[src/rtl/rect_fill_engine.sv]
// Rectangle fill engine: accepts one clipped rectangle command and streams one
// RGB332 byte write per covered pixel, in raster order, to the framebuffer port.
module rect_fill_engine #(
  parameter int H  = 640,
  parameter int V  = 400,
  parameter int AW = 32
) (
  input  logic          pclk,
  input  logic          rst_n,
  input  logic          cmd_valid,
  output logic          cmd_ready,
  input  logic [9:0]    cmd_x,
  input  logic [9:0]    cmd_y,
  input  logic [9:0]    cmd_w,
  input  logic [9:0]    cmd_h,
  input  logic [7:0]    cmd_color,
  input  logic          wr_en,
  output logic          cpu_wr,
  output logic [AW-1:0] cpu_addr,
  output logic [7:0]    cpu_data,
  output logic          busy,
  output logic          done
);

  typedef enum logic [1:0] {
    S_IDLE = 2'd0,
    S_CLIP = 2'd1,
    S_FILL = 2'd2,
    S_DONE = 2'd3
  } state_t;

  localparam logic [10:0]   HL = 11'(H);
  localparam logic [10:0]   VL = 11'(V);
  localparam logic [AW-1:0] HA = AW'(H);

  state_t        r_state, w_state;
  logic [9:0]    r_x, r_y, r_w, r_h, r_cx, r_cy;
  logic [9:0]    w_x, w_y, w_w, w_h, w_cx, w_cy;
  logic [7:0]    r_color, w_color;
  logic [10:0]   r_x_end, r_y_end, w_x_end, w_y_end;
  logic [AW-1:0] r_row_base, w_row_base;
  logic          r_cpu_wr, w_cpu_wr;
  logic [AW-1:0] r_cpu_addr, w_cpu_addr;
  logic [7:0]    r_cpu_data, w_cpu_data;
  logic          r_cmd_ready, w_cmd_ready;
  logic          r_busy, w_busy;
  logic          r_done, w_done;

  // 11-bit clip arithmetic: 1023 + 1023 still fits, so no wrap is possible
  logic [10:0] w_x_sum, w_y_sum, w_x_clip, w_y_clip;
  logic        w_empty, w_last_col, w_last_row;

  assign w_x_sum    = {1'b0, r_x} + {1'b0, r_w};
  assign w_y_sum    = {1'b0, r_y} + {1'b0, r_h};
  assign w_x_clip   = (w_x_sum > HL) ? HL : w_x_sum;
  assign w_y_clip   = (w_y_sum > VL) ? VL : w_y_sum;
  assign w_empty    = (r_w == 10'd0) || (r_h == 10'd0) ||
                      ({1'b0, r_x} >= HL) || ({1'b0, r_y} >= VL);
  assign w_last_col = ({1'b0, r_cx} == (r_x_end - 11'd1));
  assign w_last_row = ({1'b0, r_cy} == (r_y_end - 11'd1));

  // Next-state and next-output logic for the command FSM
  always_comb begin
    w_state     = r_state;
    w_x         = r_x;
    w_y         = r_y;
    w_w         = r_w;
    w_h         = r_h;
    w_color     = r_color;
    w_x_end     = r_x_end;
    w_y_end     = r_y_end;
    w_cx        = r_cx;
    w_cy        = r_cy;
    w_row_base  = r_row_base;
    w_cpu_wr    = 1'b0;
    w_cpu_addr  = r_cpu_addr;
    w_cpu_data  = r_cpu_data;
    w_cmd_ready = r_cmd_ready;
    w_busy      = r_busy;
    w_done      = 1'b0;
    case (r_state)
      S_IDLE: begin
        if (cmd_valid && r_cmd_ready) begin
          w_x         = cmd_x;
          w_y         = cmd_y;
          w_w         = cmd_w;
          w_h         = cmd_h;
          w_color     = cmd_color;
          w_cmd_ready = 1'b0;
          w_busy      = 1'b1;
          w_state     = S_CLIP;
        end else begin
          w_cmd_ready = 1'b1;
          w_busy      = 1'b0;
        end
      end
      S_CLIP: begin
        w_x_end = w_x_clip;
        w_y_end = w_y_clip;
        if (w_empty) begin
          w_state = S_DONE;
        end else begin
          w_cx       = r_x;
          w_cy       = r_y;
          w_row_base = AW'(r_y) * HA;
          w_state    = S_FILL;
        end
      end
      S_FILL: begin
        if (wr_en) begin
          w_cpu_wr   = 1'b1;
          w_cpu_addr = r_row_base + AW'(r_cx);
          w_cpu_data = r_color;
          if (w_last_col) begin
            w_cx       = r_x;
            w_cy       = r_cy + 10'd1;
            w_row_base = r_row_base + HA;
            if (w_last_row) begin
              w_state = S_DONE;
            end else begin
              w_state = S_FILL;
            end
          end else begin
            w_cx = r_cx + 10'd1;
          end
        end else begin
          w_cpu_wr = 1'b0;
        end
      end
      S_DONE: begin
        w_done      = 1'b1;
        w_cmd_ready = 1'b1;
        w_busy      = 1'b0;
        w_state     = S_IDLE;
      end
      default: begin
        w_cmd_ready = 1'b1;
        w_busy      = 1'b0;
        w_state     = S_IDLE;
      end
    endcase
  end

  // State, captured command and registered outputs
  always_ff @(posedge pclk or negedge rst_n) begin
    if (!rst_n) begin
      r_state     <= S_IDLE;
      r_x         <= 10'd0;
      r_y         <= 10'd0;
      r_w         <= 10'd0;
      r_h         <= 10'd0;
      r_color     <= 8'd0;
      r_x_end     <= 11'd0;
      r_y_end     <= 11'd0;
      r_cx        <= 10'd0;
      r_cy        <= 10'd0;
      r_row_base  <= '0;
      r_cpu_wr    <= 1'b0;
      r_cpu_addr  <= '0;
      r_cpu_data  <= 8'd0;
      r_cmd_ready <= 1'b1;
      r_busy      <= 1'b0;
      r_done      <= 1'b0;
    end else begin
      r_state     <= w_state;
      r_x         <= w_x;
      r_y         <= w_y;
      r_w         <= w_w;
      r_h         <= w_h;
      r_color     <= w_color;
      r_x_end     <= w_x_end;
      r_y_end     <= w_y_end;
      r_cx        <= w_cx;
      r_cy        <= w_cy;
      r_row_base  <= w_row_base;
      r_cpu_wr    <= w_cpu_wr;
      r_cpu_addr  <= w_cpu_addr;
      r_cpu_data  <= w_cpu_data;
      r_cmd_ready <= w_cmd_ready;
      r_busy      <= w_busy;
      r_done      <= w_done;
    end
  end

  assign cmd_ready = r_cmd_ready;
  assign busy      = r_busy;
  assign done      = r_done;
  assign cpu_wr    = r_cpu_wr;
  assign cpu_addr  = r_cpu_addr;
  assign cpu_data  = r_cpu_data;

endmodule

[config.mk]
export PLATFORM = sky130hd
export DESIGN_NAME = rect_fill_engine
export DESIGN_NICKNAME = d
export VERILOG_FILES = /design/src/rtl/rect_fill_engine.sv
export SDC_FILE = /design/constraint.sdc
export NUM_CORES = 1
export LEC_CHECK = 0
export CAP_MARGIN = 20
export CORE_MARGIN = 8
export CORE_UTILIZATION = 63
export CTS_CLUSTER_SIZE = 14
export DETAILED_ROUTE_END_ITERATION = 10
export PLACE_DENSITY = 0.89
export RECOVER_POWER = 100
export REMOVE_ABC_BUFFERS = 1
export SLEW_MARGIN = 20
export SYNTH_ARGS = -nofsm -noshare
export SYNTH_HDL_FRONTEND = slang
export SYNTH_SLANG_ARGS = --single-unit
[constraint.sdc]
create_clock -name pclk -period 6.15 [get_ports pclk]
set_clock_uncertainty 0.05 [all_clocks]
set_input_delay 1.23 -clock pclk [delete_from_list [all_inputs] [get_ports pclk]]
set_output_delay 1.23 -clock pclk [all_outputs]
set_load 0.02 [all_outputs]
==> impl_metrics.env, run 1 <==
export IMPL_status="complete, but fails checks"
export IMPL_violations="max-capacitance violations, max-slew violations"
export IMPL_start_util_pct=64.2
export IMPL_via_count=8226
export IMPL_numPortBuffers=95
export IMPL_p_leak_nw=4.87
export IMPL_firstDrtPassIters=5
export IMPL_syn_area_sq_mm=0.00973
export IMPL_slew_viol_final=303
export IMPL_comb_power_share_pct=54.6
export IMPL_grt_pass1_vias=8202
export IMPL_dr_max_layer_used="met4"
export IMPL_ys_seq_elements=161
export IMPL_critPathMaxFanout=19
export IMPL_ir_drop_mv=0.339
export IMPL_r2r_cells=7
export IMPL_antennaDiodeCount=0
export IMPL_worst_r2r_endpoint="r_row_base[7]"
export IMPL_dp_hpwl_um=16400
export IMPL_syn_instance_count=1000
export IMPL_powerDensity_mw_per_mm2=618
export IMPL_maxCapViolations=6
export IMPL_die_h_um=140
export IMPL_grt_pass1_wl_um=40800
export IMPL_antenna_found_initial=0
export IMPL_hold_violations=0
export IMPL_hold_depth=2
export IMPL_wl_met1_um=9640
export IMPL_p_int_mw=3.86
export IMPL_cp_start_kind="flop"
export IMPL_drive_gt1_share_pct=10.0
export IMPL_layout_setup_ws_ns=1.39
export IMPL_stdcell_area_sq_mm=0.0113
export IMPL_r2r_slack_ns=1.39
export IMPL_fp_dieW_um=140
export IMPL_synth_async_reset_ratio_pct=100
export IMPL_whs_endpoint="cpu_addr[25]"
export IMPL_worst_slew_pin_slew_ns=2.91
export IMPL_clkTransAtPathRegs_ns=0.07
export IMPL_switching_power_mw=3.12
export IMPL_relSlewSlack_pct=-94.2
export IMPL_core_sq_mm=0.0151
export IMPL_cts_max_path_buffers=2
export IMPL_clock_latency_ns=0.44
export IMPL_cts_sinks=161
export IMPL_overflow=0
export IMPL_met2RoutedLength_um=11900
export IMPL_drt_total_wl_um=24100
export IMPL_cts_hold_buf=0
export IMPL_hp_class="flop to flop"
export IMPL_yosysWarnings=0
export IMPL_grt_max_degree=112
export IMPL_final_nets=1170
export IMPL_power_frac_seq_pct=29.8
export IMPL_drc_errors=0
export IMPL_cp_required_ns=6.42
export IMPL_cp_data_arrival_time_ns=5.02
export IMPL_placed_area_sq_mm=0.0107
export IMPL_max_freq_mhz=210
export IMPL_syn_to_final_growth_pct=16.1
export IMPL_rsz0062_at_grt="false"
export IMPL_p_sw_share_pct=44.7
export IMPL_met3WireLength_um=2010
export IMPL_synth_top_area_share_pct=41.2
export IMPL_worstReg2RegStart="r_state[1]"
export IMPL_period_needed_ns=4.76
export IMPL_period_share_pct=77.4
export IMPL_finalSetupViolations=0
export IMPL_setup_tns_final_ns=0
export IMPL_clock_power_share_pct=15.6
export IMPL_min_from="cpu_addr[25]"
export IMPL_drtIter0Drc=819
export IMPL_crit_type="flop to flop"
export IMPL_post_cts_buffers=0
export IMPL_ys_types=77
export IMPL_ios=96
export IMPL_vias_per_cell=6.49
export IMPL_ys_flop_type="dfrtp_1"
export IMPL_synth_enable_flop_cells=0
export IMPL_num_rows=45
export IMPL_synth_top_cells_by_area="dfrtp_1 (41%), mux2_2 (7.2%), ha_1 (6.2%), nand2_1 (3.8%), o21ai_0 (3.4%)"
export IMPL_cts_htree_levels=4
export IMPL_cts_tree="done"
export IMPL_post_cts_resized=0
export IMPL_synth_area_per_cell_sq_um=9.73
export IMPL_seq_area_frac_synth_pct=41.4
export IMPL_dieArea_sq_mm=0.0197
export IMPL_wl_per_cell_um=19.0
export IMPL_gr_usage_all_layers_pct=25.3
export IMPL_root_buffer="clkbuf_16"
export IMPL_crit_path_end_kind="flop"
export IMPL_ant_nets=0
export IMPL_cts_buffers=17
export IMPL_gp_congestion=0.916
export IMPL_yosys_area_top_type="dfrtp_1"
export IMPL_post_place_ws_ns=2.13
## Yosys cell counts (all sizes together) (9+ instances only)
| cell type | n |
|---|---|
| nor2b | 12 |
| mux2i | 15 |
| xnor2 | 36 |
| o2bb2ai | 9 |
| nand4 | 22 |
| dfrtp | 160 |
| clkbuf | 44 |
| o22ai | 12 |
| mux2 | 63 |
| nor4 | 10 |
| nor2 | 46 |
| a21o | 16 |
| xor2 | 25 |
| nor3 | 22 |
| o21ai | 67 |
| a31oi | 9 |
| inv | 29 |
| ha | 48 |
| nand3 | 31 |
| nand2 | 98 |
| buf | 11 |
| o21a | 9 |
| and3 | 16 |
| or3 | 9 |
| a21oi | 58 |
## worst max path at each step
stage | startpoint | end | slack (ns) | depth (start not counted)
floorplan | r_state[0] | r_row_base[7] | 0.79 | 7
global placement | r_state[1] | r_row_base[7] | 2.29 | 7
detailed placement | r_state[1] | r_row_base[7] | 2.13 | 7
CTS | r_state[1] | r_row_base[7] | 2.10 | 7
global route | r_state[1] | r_row_base[31] | 1.05 | 10
finish | r_state[1] | r_row_base[7] | 1.39 | 7
## layer usage
layer,up-vias,track usage (%)
met4,0,9.77
met1,3984,30.6
met5,-,0
met3,64,7.88
met2,357,41.4
li1,3821,-
## sequential cells by signal (all words and copies together) (netlist names), 11 cells and up
| register | flops |
|---|---|
| cpu_addr | 32 |
| r_row_base | 25 |
| r_x_end | 11 |
| r_y_end | 11 |
## cell families after synthesis
group / Yosys count / share of synthesized area, %
multiplexers: 78 / 8.84
adder cells (fa/ha/maj): 51 / 6.79
AND/OR/NAND/NOR: 311 / 16.6
AO/OA/AOI/OAI: 253 / 17.3
flip-flops: 161 / 41.4
XOR/XNOR: 61 / 5.49
buffers and inverters: 85 / 3.59
## power by group through the flow
| stage | Clock [mW] | Sequential, mW | Combinational [mW] |
|---|---|---|---|
| 5_1_grt | 1.14 | 2.14 | 4.23 |
| 3_3_place_gp | 0 | 2.05 | 3.64 |
| 6_report | 1.09 | 2.08 | 3.81 |
| 2_1_floorplan | 0 | 2.03 | 2.72 |
| 3_5_place_dp | 0 | 2.08 | 3.77 |
| 4_1_cts | 1.10 | 2.06 | 3.85 |
## cells in the final DEF, fill, tap and decap left out, drive strengths merged, types with 22 or more instances in the layout
master | netlist | layout
o21ai | 67 | 67
xor2 | 25 | 25
inv | 29 | 32
xnor2 | 36 | 36
nand3 | 31 | 31
nor3 | 22 | 22
clkdlybuf4s50 | 0 | 48
nand4 | 22 | 22
dfrtp | 160 | 160
clkbuf | 44 | 27
a21oi | 58 | 58
nor2 | 46 | 46
mux2 | 63 | 63
dlygate4sd3 | 0 | 46
nand2 | 98 | 98
ha | 48 | 48
## through the flow
| step | util (%) | instances | power, mW | hold slack (ns) |
|---|---|---|---|---|
| floorplan | - | 945 | 4.75 | 0.425 |
| global placement | 71.0 | 1236 | 5.69 | 0.410 |
| detailed placement | 71.0 | 1236 | 5.84 | 0.419 |
| CTS | 74.9 | 1268 | 7.02 | 0.432 |
| global route | 74.5 | 1268 | 7.52 | 0.443 |
| finish | 74.5 | 1268 | 6.98 | 0.418 |
## critical path, stage by stage, from the launching register on
cell      delay [ns]
dfrtp_1         0.42
inv_1           0.10
ha_1            0.64
clkinv_1        0.54
o21ai_0         0.34
nand4_1         0.64
a21oi_1         1.50
mux2_1          0.39
## layout make-up
| class | instances | area (sq um) |
|---|---|---|
| Inverter | 30 | 113 |
| Tap cell | 188 | 235 |
| Multi-Input combinational cell | 754 | 5320 |
| Fill cell | 1057 | 3860 |
| Timing Repair Buffer | 103 | 988 |
| Clock buffer | 21 | 450 |
| Sequential cell | 161 | 4030 |
| Clock inverter | 11 | 151 |
Power figures use the tool's default switching activity.
==> run 2, diff against run 1 <==
--- a/config.mk
+++ b/config.mk
@@ -7,10 +7,10 @@
 export LEC_CHECK = 0
 export CAP_MARGIN = 20
 export CORE_MARGIN = 8
-export CORE_UTILIZATION = 63
+export CORE_UTILIZATION = 58
 export CTS_CLUSTER_SIZE = 14
 export DETAILED_ROUTE_END_ITERATION = 10
-export PLACE_DENSITY = 0.89
+export PLACE_DENSITY = 0.83
 export RECOVER_POWER = 100
 export REMOVE_ABC_BUFFERS = 1
 export SLEW_MARGIN = 20
==> constraint.sdc (replaced) <==
create_clock -name pclk -period 4.9 [get_ports pclk]
set_clock_uncertainty 0.05 [all_clocks]
set_input_delay 0.98 -clock pclk [delete_from_list [all_inputs] [get_ports pclk]]
set_output_delay 0.98 -clock pclk [all_outputs]
set_load 0.02 [all_outputs]
==> run 2 against run 1 <==
Compared with the run above: power increased by 24%; combinational power rose by 25%; setup slack got worse by 0.49 ns; largest cell class unchanged; critical path depth rose by 3; critical path type unchanged; the run still ends with max-capacitance violations, max-slew violations left; non-clock buffer count increased by 3; critical endpoint is now r_row_base[25]; core utilization decreased by 5.7 points; final cell count is 2.8% higher.
==> impl_metrics.env, run 2 (same netlist as run 1, synthesis figures left out) <==
export IMPL_p_leak_nw=4.86
export IMPL_fp_dieW_um=145
export IMPL_cts_sinks=161
export IMPL_r2r_cells=10
export IMPL_relSlewSlack_pct=-87.4
export IMPL_largest_register_ff_count=32
export IMPL_hp_class="flop to flop"
export IMPL_violations="max-capacitance violations, max-slew violations"
export IMPL_path_buf_inv=3
export IMPL_num_rows=47
export IMPL_ant_nets=0
export IMPL_hold_depth=2
export IMPL_cp_start_kind="flop"
export IMPL_whs_endpoint="cpu_addr[3]"
export IMPL_grt_max_degree=107
export IMPL_period_needed_ns=4.00
export IMPL_finalSetupViolations=0
export IMPL_start_util_pct=59.1
export IMPL_cpLargestDelayFamily="simple AND/OR/NAND/NOR gates"
export IMPL_vias_per_cell=6.23
export IMPL_seq_area_sq_mm=0.00403
export IMPL_gp_congestion=0.900
export IMPL_grt_pass1_vias=8121
export IMPL_ir_drop_mv=0.392
export IMPL_drc_errors=0
export IMPL_final_util_pct=68.8
export IMPL_worst_r2r_endpoint="r_row_base[25]"
export IMPL_clock_latency_ns=0.43
export IMPL_period_share_pct=81.7
export IMPL_worst_slew_pin_slew_ns=2.81
export IMPL_cts_max_path_buffers=2
export IMPL_cts_tree="done"
export IMPL_final_cell_mix="dfrtp_1 (160), nand2_1 (97), o21ai_0 (67)"
export IMPL_max_freq_mhz=250
export IMPL_cts_buffers=17
export IMPL_fillCellCount=1324
export IMPL_die_h_um=145
export IMPL_cp_common_cell="clkbuf_1"
export IMPL_crit_path_end_kind="flop"
export IMPL_critPathMaxFanout=18
export IMPL_worstReg2RegStart="r_state[1]"
export IMPL_drt_total_wl_um=23700
export IMPL_fin_cells=1303
export IMPL_cp_required_ns=5.20
export IMPL_antenna_found_initial=0
export IMPL_post_cts_resized=0
export IMPL_root_buffer="clkbuf_16"
export IMPL_hold_violations=0
export IMPL_ios=96
export IMPL_path_cells="inv_1, ha_1, clkbuf_1, nor4b_1, nand3_1, nand4_1, clkbuf_1, nor2_1, or4b_1, o21ai_0"
export IMPL_cp_slowest_stage_delay_ns=0.72
export IMPL_cts_hold_buf=0
export IMPL_final_nets=1173
export IMPL_syn_to_final_growth_pct=16.6
export IMPL_clkTransAtPathRegs_ns=0.07
export IMPL_multi_input_area_sq_mm=0.00535
export IMPL_maxCapViolations=2
export IMPL_firstDrtPassIters=7
export IMPL_min_from="cpu_addr[3]"
export IMPL_r2r_slack_ns=0.90
export IMPL_post_cts_buffers=0
export IMPL_grt_pass1_wl_um=39800
export IMPL_mostFrequentLayoutCell="dfrtp_1"
export IMPL_antennaDiodeCount=0
export IMPL_dp_hpwl_um=16900
export IMPL_powerDensity_mw_per_mm2=763
export IMPL_cts_htree_levels=4
export IMPL_slew_viol_final=175
export IMPL_drtIter0Drc=637
export IMPL_numPortBuffers=95
export IMPL_rsz0062_at_grt="false"
export IMPL_dieArea_sq_mm=0.0212
export IMPL_cp_data_arrival_time_ns=4.31
export IMPL_status="complete, but fails checks"
export IMPL_drive_gt1_share_pct=10.7
export IMPL_dp_cells=1271
export IMPL_crit_type="flop to flop"
export IMPL_worst_path_max_delay_cell="clkbuf_1"
export IMPL_via_count=8120
export IMPL_wl_per_cell_um=18.2
export IMPL_overflow=0
export IMPL_gr_usage_all_layers_pct=22.4
export IMPL_core_sq_mm=0.0165
## run 2: changes by cell type in the layout (fill, tap and decap cells not counted), moves of 2 or more
cell / delta
clkinv_2: +3
inv_6: +3
mux2_1: -3
mux2_2: +3
bufinv_16: -2
## run 2: cell type report
class                   count  share of cell area [%]
well taps                 220                    2.43
repair buffers            106                    8.95
multi-input cells         754                    47.2
flip-flops and latches    161                    35.6
clock buffers              17                    3.75
inverters                  30                   0.993
clock inverters            15                    1.16
## run 2: worst max path at each step
stage	start	depth (start not counted)	endpoint
finish	r_state[1]	10	r_row_base[25]
global route	r_state[1]	10	r_row_base[30]
CTS	r_x_end[2]	7	r_row_base[7]
detailed placement	r_x_end[2]	7	r_row_base[7]
global placement	r_x_end[2]	7	r_row_base[7]
floorplan	r_state[0]	7	r_row_base[7]
## run 2: layer usage
layer  track usage [%]  share of wire, %  vias to the layer above
li1                  -                 -                     3825
met1              28.6                43                     3954
met2              36.6                48                      296
met3              4.73               6.8                       45
met4              9.06               2.5                        0
met5                 0                 0                        -
## run 2: tightest hold or removal path, delay by kind of cell (launching register included)
kind               cells  cell delay, ns
and+or+nand+nor        1            0.04
AOI/OAI and AO/OA      1            0.06
DFF                    1            0.34
## run 2: through the flow
step	setup TNS (ns)	power, mW	area, sq um	setup slack [ns]	hold WS, ns
after detailed placement	0	7.36	10800	1.45	0.419
after global routing	0	9.31	11300	0.598	0.453
after global placement	0	7.20	10800	1.59	0.410
after floorplan	-6.61	5.96	9490	-0.458	0.425
after CTS	0	8.70	11400	1.43	0.434
final	0	8.65	11300	0.897	0.421
## run 2: power by group
group / internal, mW / switching [mW] / total, mW / leakage, nW
logic: 2.12 / 2.65 / 4.77 / 2.61
clock network: 0.704 / 0.564 / 1.27 / 0.275
registers: 1.90 / 0.702 / 2.61 / 1.97
total: 4.73 / 3.92 / 8.65 / 4.86
==> run 3, diff against run 2 <==
==> constraint.sdc (replaced) <==
create_clock -name pclk -period 3.9 [get_ports pclk]
set_clock_uncertainty 0.05 [all_clocks]
set_input_delay 0.78 -clock pclk [delete_from_list [all_inputs] [get_ports pclk]]
set_output_delay 0.78 -clock pclk [all_outputs]
set_load 0.02 [all_outputs]
==> run 3 against run 2 <==
Compared with the run above: design area rose by 0.55%; flip-flop and latch count did not move; the run still ends with max-capacitance violations, max-slew violations left; sequential share of layout area shrank 0.19 points; register-to-register slack got worse by 0.56 ns; sequential power up 25%; critical path depth unchanged; count of clock-buffer cells in the layout rose by 4.
==> impl_metrics.env, run 3 (same netlist as run 1, synthesis figures left out) <==
export IMPL_status="complete, but fails checks"
export IMPL_violations="max-capacitance violations, max-slew violations"
export IMPL_finalSetupViolations=0
export IMPL_path_cells="inv_1, ha_1, xor2_1, o21ai_0, nor4_1, o2111ai_1, o31ai_4, buf_4, mux2i_1, a22oi_1"
export IMPL_gr_usage_all_layers_pct=22.3
export IMPL_grt_pass1_vias=7900
export IMPL_cts_buffers=17
export IMPL_slew_viol_final=76
export IMPL_final_cell_mix="dfrtp_1 (160), nand2_1 (98), o21ai_0 (67)"
export IMPL_cts_tree="done"
export IMPL_cp_start_kind="flop"
export IMPL_period_needed_ns=3.56
export IMPL_post_place_ws_ns=0.431
export IMPL_worst_path_max_delay_cell="o31ai_4"
export IMPL_core_sq_mm=0.0165
export IMPL_cts_hold_buf=0
export IMPL_max_freq_mhz=281
export IMPL_drtIter0Drc=635
export IMPL_start_util_pct=59.1
export IMPL_drt_total_wl_um=23200
export IMPL_p_int_mw=6.11
export IMPL_vias_per_cell=6.17
export IMPL_p_sw_share_pct=44.2
export IMPL_largest_register_ff_count=32
export IMPL_relSlewSlack_pct=-20.6
export IMPL_setup_tns_final_ns=0
export IMPL_final_nets=1178
export IMPL_crit_path_end_kind="flop"
export IMPL_drive_gt1_share_pct=10.7
export IMPL_cts_htree_levels=4
export IMPL_root_buffer="clkbuf_16"
export IMPL_hp_class="flop to flop"
export IMPL_dp_hpwl_um=16900
export IMPL_ir_drop_mv=0.509
export IMPL_wl_per_cell_um=17.8
export IMPL_placed_area_sq_mm=0.0109
export IMPL_mostFrequentLayoutCell="dfrtp_1"
export IMPL_cp_required_ns=4.13
export IMPL_crit_type="flop to flop"
export IMPL_switching_power_mw=4.85
export IMPL_power_frac_seq_pct=29.8
export IMPL_post_cts_resized=0
export IMPL_syn_to_final_growth_pct=17.2
export IMPL_clock_power_share_pct=15.9
export IMPL_stdcell_area_sq_mm=0.0114
export IMPL_dieArea_sq_mm=0.0212
export IMPL_cpLargestDelayFamily="compound AO/OA/AOI/OAI gates"
export IMPL_die_h_um=145
export IMPL_holdWs_ns=0.420
export IMPL_gp_congestion=0.904
export IMPL_period_share_pct=91.3
export IMPL_critPathMaxFanout=18
export IMPL_antennaDiodeCount=0
export IMPL_grt_max_degree=76
export IMPL_ant_nets=0
export IMPL_via_count=8064
export IMPL_num_rows=47
export IMPL_drc_errors=0
export IMPL_cts_sinks=161
export IMPL_cp_slowest_stage_delay_ns=0.68
export IMPL_dp_cells=1276
export IMPL_firstDrtPassIters=5
export IMPL_fin_cells=1308
export IMPL_cp_data_arrival_time_ns=3.79
export IMPL_rsz0062_at_grt="false"
export IMPL_post_cts_buffers=0
export IMPL_clkTransAtPathRegs_ns=0.07
export IMPL_overflow=0
export IMPL_worst_slew_pin_slew_ns=1.81
export IMPL_powerDensity_mw_per_mm2=962
export IMPL_antenna_found_initial=0
export IMPL_numPortBuffers=95
export IMPL_fp_dieW_um=145
export IMPL_layout_setup_ws_ns=0.339
export IMPL_cts_max_path_buffers=2
export IMPL_ios=96
export IMPL_p_leak_nw=4.89
export IMPL_hold_violations=0
export IMPL_maxCapViolations=1
export IMPL_comb_power_share_pct=54.4
export IMPL_path_buf_inv=2
export IMPL_clock_latency_ns=0.43
export IMPL_grt_pass1_wl_um=39400
==> run 3: cell types whose count changed in the layout (fill, tap and decap cells not counted), sizes merged <==
cell | before | now
inv | 35 | 31
clkbuf | 25 | 32
clkinv | 7 | 4
clkinvlp | 2 | 3
buf | 4 | 6
bufinv | 1 | 3
==> run 3: through the flow <==
| step | util, % | total power [mW] |
|---|---|---|
| 3_3_place_gp | 65.9 | 9.06 |
| 3_5_place_dp | 65.9 | 9.24 |
| 5_1_grt | 69.2 | 11.8 |
| 4_1_cts | 69.7 | 11.1 |
| 6_report | 69.2 | 11.0 |
| 2_1_floorplan | - | 7.49 |
==> run 3: area by class of cell <==
type,instances,area [sq um]
clock buffers,21,460
clock inverters,11,153
fillers,1285,5070
inverters,30,113
multi-input cells,754,5330
flip-flops and latches,161,4030
well taps,220,275
repair buffers,111,1030
==> run 3: power by group through the flow <==
stage | logic, mW | registers (mW) | clock network (mW)
after floorplan | 4.28 | 3.21 | 0
after global placement | 5.82 | 3.24 | 0
after detailed placement | 5.97 | 3.28 | 0
after CTS | 6.05 | 3.26 | 1.76
after global routing | 6.61 | 3.37 | 1.84
final | 5.96 | 3.27 | 1.74
==> run 3: worst paths after layout <==
path	endpoint	cells after the start	slack, ns	startpoint
max in group asynchronous	cpu_addr[21]	2	1.08	rst_n
min in group asynchronous	r_color[4]	1	0.79	rst_n
hold / removal	cpu_addr[23]	2	0.42	cpu_addr[23]
setup / recovery	r_cx[2]	10	0.34	r_x_end[0]
setup reg to reg	r_cx[2]	10	0.34	r_x_end[0]
hold reg to reg	cpu_addr[23]	2	0.42	cpu_addr[23]
==> run 3: worst register-to-register path, stage by stage, from the launching register on <==
cell       delay, ns
dfrtp_1         0.40
inv_1           0.08
ha_1            0.31
xor2_1          0.15
o21ai_0         0.11
nor4_1          0.42
o2111ai_1       0.52
o31ai_4         0.68
buf_4           0.37
mux2i_1         0.24
a22oi_1         0.11
==> run 3: routing by layer <==
layer / vias to the layer above / part of all wire (%) / GRT usage (%)
li1: 3845 / - / -
met1: 3887 / 43 / 28.8
met2: 289 / 47 / 35.4
met3: 43 / 7.4 / 6.31
met4: 0 / 1.9 / 7.39
met5: - / 0 / 0
